<file path="src/rtl/mem_responder.sv">
// mem_responder: wait-stated memory responder with one-cycle ready pulse.
// Define MEM_RANGE_CHECK_EN to flag and block accesses above 2^DEPTH_LOG2 words.
module mem_responder #(
    parameter int DATA_W      = 16,
    parameter int DEPTH_LOG2  = 8,
    parameter int WAIT_CYCLES = 1
) (
    input  logic              clk,
    input  logic              reset,
    input  logic [15:0]       mem_addr,
    input  logic [DATA_W-1:0] mem_wr_data,
    input  logic              mem_read,
    input  logic              mem_write,
    output logic [DATA_W-1:0] mem_data_out,
    output logic              mem_ready,
    output logic              mem_busy,
    output logic              mem_err
);
    localparam logic [1:0] IDLE = 2'd0;
    localparam logic [1:0] BUSY = 2'd1;
    localparam logic [1:0] DONE = 2'd2;
    logic [1:0]            state_q, state_d;
    logic [3:0]            cnt_q, cnt_d;
    logic [15:0]           addr_q, addr_d;
    logic [DATA_W-1:0]     wdata_q, wdata_d;
    logic                  op_wr_q, op_wr_d;
    logic [DATA_W-1:0]     rdata_q, rdata_d;
    logic                  ready_q, ready_d;
    logic                  err_q, err_d;
    logic                  we;
    logic                  oor;
    logic [DATA_W-1:0]     mem_q [2**DEPTH_LOG2];
    logic [DEPTH_LOG2-1:0] idx;
    assign idx = addr_q[DEPTH_LOG2-1:0];
`ifdef MEM_RANGE_CHECK_EN
    assign oor = |addr_q[15:DEPTH_LOG2];
`else
    logic unused_hi;
    assign unused_hi = |addr_q[15:DEPTH_LOG2];
    assign oor = 1'b0;
`endif
    always_comb begin
        state_d = state_q;
        cnt_d   = cnt_q;
        addr_d  = addr_q;
        wdata_d = wdata_q;
        op_wr_d = op_wr_q;
        rdata_d = rdata_q;
        ready_d = 1'b0;
        err_d   = 1'b0;
        we      = 1'b0;
        case (state_q)
            IDLE: if (mem_read || mem_write) begin
                addr_d  = mem_addr;
                wdata_d = mem_wr_data;
                op_wr_d = mem_write;
                cnt_d   = 4'(WAIT_CYCLES);
                state_d = BUSY;
            end
            BUSY: if (cnt_q != 4'd0) begin
                cnt_d = cnt_q - 4'd1;
            end else begin
                state_d = DONE;
                ready_d = 1'b1;
                err_d   = oor;
                we      = op_wr_q && !oor;
                rdata_d = op_wr_q ? rdata_q : (oor ? '0 : mem_q[idx]);
            end
            default: state_d = IDLE;
        endcase
    end
    always_ff @(posedge clk) begin
        if (reset) begin
            state_q <= IDLE;
            cnt_q   <= 4'd0;
            rdata_q <= '0;
            ready_q <= 1'b0;
            err_q   <= 1'b0;
        end else begin
            state_q <= state_d;
            cnt_q   <= cnt_d;
            rdata_q <= rdata_d;
            ready_q <= ready_d;
            err_q   <= err_d;
        end
    end
    // Request latches and storage are never cleared; reset only suppresses the write.
    always_ff @(posedge clk) begin
        addr_q  <= addr_d;
        wdata_q <= wdata_d;
        op_wr_q <= op_wr_d;
        if (we && !reset) mem_q[idx] <= wdata_q;
    end
    assign mem_data_out = rdata_q;
    assign mem_ready    = ready_q;
    assign mem_busy     = state_q != IDLE;
    assign mem_err      = err_q;
endmodule

</file>
<file path="config.mk">
export PLATFORM = sky130hd
export DESIGN_NAME = mem_responder
export DESIGN_NICKNAME = d
export VERILOG_FILES = /design/src/rtl/mem_responder.sv
export SDC_FILE = /design/constraint.sdc
export NUM_CORES = 2
export LEC_CHECK = 0
export BUFFER_PORTS_ARGS = -buffer_cell sky130_fd_sc_hd__buf_2
export CAP_MARGIN = 20
export CORE_MARGIN = 2
export CORE_UTILIZATION = 44
export CTS_CLUSTER_SIZE = 24
export DETAILED_ROUTE_END_ITERATION = 10
export PLACE_DENSITY_LB_ADDON = 0.1
export SLEW_MARGIN = 20
export SYNTH_ARGS = -nofsm -noshare
export SYNTH_HDL_FRONTEND = slang
export SYNTH_SLANG_ARGS = --single-unit
</file>
<file path="constraint.sdc">
create_clock -name clk -period 5.9 [get_ports clk]
set_input_delay 1.77 -clock clk [delete_from_list [all_inputs] [get_ports clk]]
set_output_delay 1.77 -clock clk [all_outputs]
set_load 0.02 [all_outputs]
</file>
== After elaboration in Yosys (flattened, before gate mapping) ==
Memories as Yosys holds them, arrays and structs flattened. A register that Yosys moved wholly into a read port is not among the register bits.
Index checks and enable logic that the tools add are counted.

* Register bits: 32
* Bits in writable memories: 4,096
* Input port bits: 36
* Output and inout port bits: 19
* Logic and storage cells: 38
* Memories kept: 1

* $add $sub $neg: 1
* Equal/unequal tests: 4
* Muxes and demuxes: 11
* Bitwise gates (word level): 3
* Reductions and logical operators: 12

{| class="wikitable"
|+ Memory list
! name !! words !! width !! read ports !! clocked after memory_dff !! write ports !! RTL line !! RTL
|-
| mem_q || 256 || 16 || 1 || 1 || 1 || 32 || <nowiki>logic [DATA_W-1:0] mem_q [2**DEPTH_LOG2];</nowiki>
|}

{| class="wikitable"
|+ Operator list
! operator !! count
|-
| 4-bit 2-to-1 mux || 2
|-
| 4-bit case mux with 2 select lines || 1
|-
| 2-bit inequality test (second input constant) || 3
|-
| 3-bit AND reduction || 2
|-
| 1-bit 2-to-1 mux || 5
|-
| 2-bit 2-to-1 mux || 2
|-
| 2-bit case mux with 2 select lines || 1
|-
| 2-bit AND reduction || 2
|-
| 2-bit nonzero test || 2
|-
| 4-bit nonzero test || 1
|-
| 4-bit by 1-bit subtractor with 4-bit output (second input constant) || 1
|-
| 1-bit inverter || 3
|-
| 2-bit by 1-bit equality test with 1-bit output (second input constant) || 1
|-
| 2-bit zero test || 1
|-
| 2-bit OR reduction || 1
|-
| 1-bit logical AND || 1
|-
| 1-bit zero test || 1
|-
| 1-bit logical OR || 1
|}

== Longest topological paths before layout ==
* Depth in word-level cells: 6
* Gate-level depth with buffers: 14
* Gate-level depth less buffers: 9

== Least setup slack after synthesis ==
OpenSTA, ideal clock, no wires.

* Path type: flip-flop to flip-flop
* Start point: register wdata_q[0]
* End point: memory mem_q[0][0], data pin
* Arrival time: 3.228 ns
* Data required time: 5.083 ns
* Path slack: 1.854 ns
* Cell stages (with the launch flop): 1
* Cell sequence: edfxtp_1

{| class="wikitable"
|+ RTL lines
! what !! RTL line !! RTL
|-
| start, declared || 25 || <nowiki>logic [DATA_W-1:0] wdata_q, wdata_d;</nowiki>
|-
| start signal, assigned || 90 || <nowiki>wdata_q <= wdata_d;</nowiki>
|-
| end, declared || 32 ||
|}

Straight into the memory's write port.

==> results.md <==
- Setup repair after global routing left no endpoint under its margin.
- The top cell types in the final layout, fill and taps aside, are edfxtp_1, mux4_2, buf_4.
- In this run, the number of DRC markers left after iteration 0 of detailed routing was 10386.
- The reg2reg setup slack is 1250 ps.
- At the end of routability-driven placement, the weighted congestion stood at 0.859.
- In this run the static leakage power is 58.0 nW.
- The count of port buffers added during placement is between 40 and 50.
- The largest voltage drop on the vdd net is 0.254 mV.
- The TritonCTS clock tree is built.
- The first global-routing pass estimated ~650000 um of wire.
- After layout, the minimum clock period comes to 4650 ps.
- In the post-synthesis netlist, the biggest area contributors are edfxtp_1, mux4_2, mux2i_1.
- The library cell used most frequently in the layout, excluding fill and tap cells, is edfxtp_1.
- The largest net degree at the start of global routing is 181.
- The slew at the pin closest to its max-slew limit is roughly 1200 ps.
- The sum of overflow across all layers after global routing is 0.
- The clock tree root buffer cell is clkbuf_16.
- The first TritonRoute pass finished after 5 iterations.
- The number of core rows is 221.
- The die boundary width is 606 um.
- The floorplan step defined a die boundary enclosing 0.368 mm2.
- Summed over all nets, wire length on met2 after detailed routing comes to 224000 um.
- The maximum clock frequency is 215 MHz.
- Setup violations remaining at the end of the flow were counted as 0.
- The filler-free cell count of the finished design is 13157.
- The routed design uses 33600 um of met3 wire.
- The number of cells in the design after placement is 12335.
- The total nets after synthesis is 7406.
- The worst path setup slack after routing is 1250 ps.
- In the final layout, the multi-input gates occupy 0.0334 mm2.
- The setup TNS is 0 ps.
- The max-slew violation count came to 0.
- For this run, asynchronously set or reset flops after synthesis account for 0.
- In this run, synthesis inferred 4121 flip-flops with an integrated enable.
- The largest driver fanout on the critical path is 49.
- The minimum hold slack is 527 ps.
- The count of nets left with antenna violations once routing finished came out at 0.
- The clock reaches the later pin of the worst-skew pair after 1000 ps.
- The height of the chip is 606 um.
- The number of different library cells used by synthesis comes to 82.
- The worst setup path is of the reg -> reg kind.
- The kind of capture point of the worst setup path is a flip-flop.
- The path class of the lowest-slack min-delay path is reg -> reg.
- The number of nets in the finished design is 8020.
- In this run the critical register-to-register path is captured at mem_data_out[12].
- The share of synthesized area in the top cell type comes to 0.775.
- The kind of start point of the critical path is a flip-flop.
- For this run, the total global-route usage over all layers was measured as 0.256.
- For this design, the sink count on the clock tree is roughly 4100.
- The number of ports placed on the die boundary is 55.
- The number of antenna violations at the first check in global routing is 28.
- Routed signal wires occupy layers up through met5.
- The pre-CTS setup slack is 763 ps.
- Tracing the worst setup path back leads to its startpoint at addr_q[0].
- Among all flip-flop cells after synthesis, the most frequent one is edfxtp_1.
- The sequential cell area in the final layout is between 0.1 and 0.15 mm2.
- The count of final hold-check violations is 0.
- After routing the design area is 0.183 mm2.
- In this run the mean area of a mapped cell was ~22 um2.
- Yosys printed 0 warnings.
- The total core area is 0.362 mm2.
- The gate count after technology mapping is 7368.
- Using the TritonRoute via totals, the vias-per-cell ratio works out to 6.06.
- The H-tree depth is 5.
- The number of global-route vias before repair came to roughly 79000.
- Measured against its own limit, the worst slew margin works out to 0.173.
- Post-CTS repair changed the size of 0 cells.
- The power density over the cells is 366 mW/mm2.
- Data arrives at the worst endpoint at 5540 ps.
- The via total after detailed routing is 79693.
- The area after detailed placement is 0.169 mm2.
- The routed wire length is 472000 um.
- The max-capacitance violation count is 0.
- On the final layout, the worst clock skew is around 67 ps.
- In the routed design, unresolved DRC markers number 0.
- The total routed wire length on the met1 layer is around 200000 um.
- For this configuration, the core starts out at a cell density of 0.441.
- In this run the post-CTS setup repair buffer count came out at 0.
- Clock-pin slew was measured on the worst setup and hold paths at 60 ps.
- Counting along the longest clock path gives a buffer depth of 4.
- The biggest area contributor in the post-synthesis netlist is edfxtp_1.
- The layout-stage area growth over the synthesis result is 14.7%.
- The per-cell routed wire length is 35.9 um.
- The sequential fraction of the synthesis area is 0.778.
- The area of the mapped netlist is 0.160 mm2.
- The source of the worst register-to-register timing path is addr_q[0].
- For this design, the CTS-stage hold fixing added 0 buffers.
- Data on the critical path is required at its endpoint by 6790 ps.
- In this run the worst setup path terminates at mem_data_out[12].
- The run finished with clean final reports.
- After filler insertion, the fill cell instance count of the layout stands at 28922.
- The final HPWL from detailed placement is between 200000 and 300000 um.
- Clock tree synthesis inserted a total of ~440 buffers.
- For the worst flop-to-flop path, the logic depth is 9.
- Dividing the final minimum period by the clock period gives 0.789.
- The flop and latch count out of synthesis is 4144.
- The fraction of final layout cells with drive strength greater than 1 is 0.285.
synthesized netlist by cell type, drive strengths merged (10+ instances only):
cell type,number
a22oi,83
buf,333
a32oi,58
nand4,27
a21oi,56
a221oi,13
nor3,30
nor2,360
clkbuf,97
o211ai,13
nand3,61
o22ai,109
a211oi,30
dfxtp,23
nor2b,16
and3,22
a32o,11
a311oi,15
o21ai,47
o221ai,17
a31oi,20
nand2,301
nor4,22
edfxtp,4121
mux2i,379
mux4,917
or3,10
o21a,14
mux2,29
worst min-delay path by stage:
| stage | startpoint | end | slack [ps] | cells after the start |
|---|---|---|---|---|
| after detailed placement | mem_data_out[9] | mem_data_out[9] | 510 | 2 |
| after CTS | mem_data_out[9] | mem_data_out[9] | 510 | 2 |
| final | mem_data_out[9] | mem_data_out[9] | 530 | 2 |
| after global placement | cnt_q[0] | cnt_q[0] | 480 | 1 |
| after global routing | cnt_q[0] | cnt_q[0] | 570 | 1 |
| after floorplan | cnt_q[0] | cnt_q[0] | 470 | 1 |
sequential cells by signal (all words and copies together), names as in the netlist:
name          flops
mem_q          4096
mem_data_out     16
addr_q            8
mem_ready         1
cnt_q             4
state_q           2
op_wr_q           1
wdata_q          16
kinds of logic (layout without fill, tap and decap cells):
group,Yosys count,after routing,synth area share
adders and majority gates,2,2,0.000157
and+or+nand+nor,889,889,0.0243
other,1,13,0.0000235
muxes,1325,1325,0.155
AOI/OAI and AO/OA,567,567,0.0257
buffers and inverters,438,1421,0.0166
xor gates and xnor gates,2,2,0.000110
DFF,4144,4144,0.778
power breakdown:
part / internal [mW] / leakage, nW / switching [mW]
Sequential: 33.0 / 37.2 / 0.0804
Clock: 15.8 / 6.93 / 11.6
Combinational: 2.09 / 13.9 / 4.53
Total: 50.9 / 58.0 / 16.2
per-layer routing:
layer  global-route usage  vias up
met4               0.0748        8
met2                0.406     3227
met1                0.371    43556
met3               0.0368      623
li1                     -    32279
met5                    0        -
final cells by class:
class	count	share of cell area
sequential	4144	0.678
multi-input combinational	2786	0.182
clock buffer	535	0.0620
tap	4794	0.0327
timing repair buffer	607	0.0288
clock inverter	271	0.0156
inverter	8	0.000260
antenna	12	0.000164
worst max-delay path, cell delays in order (launching register included):
cell	delay, ps
edfxtp_1	730
buf_12	340
inv_8	750
buf_4	340
buf_4	420
nand2_1	120
a32oi_1	380
a21oi_1	350
a211o_1	550
a311oi_1	320
per-stage QoR:
step	utilization	power (mW)
6_report	0.506	67.1
5_1_grt	0.506	68.9
3_3_place_gp	0.466	40.2
4_1_cts	0.506	67.5
3_5_place_dp	0.466	40.3
2_1_floorplan	-	37.5
Power figures use the tool's default switching activity.
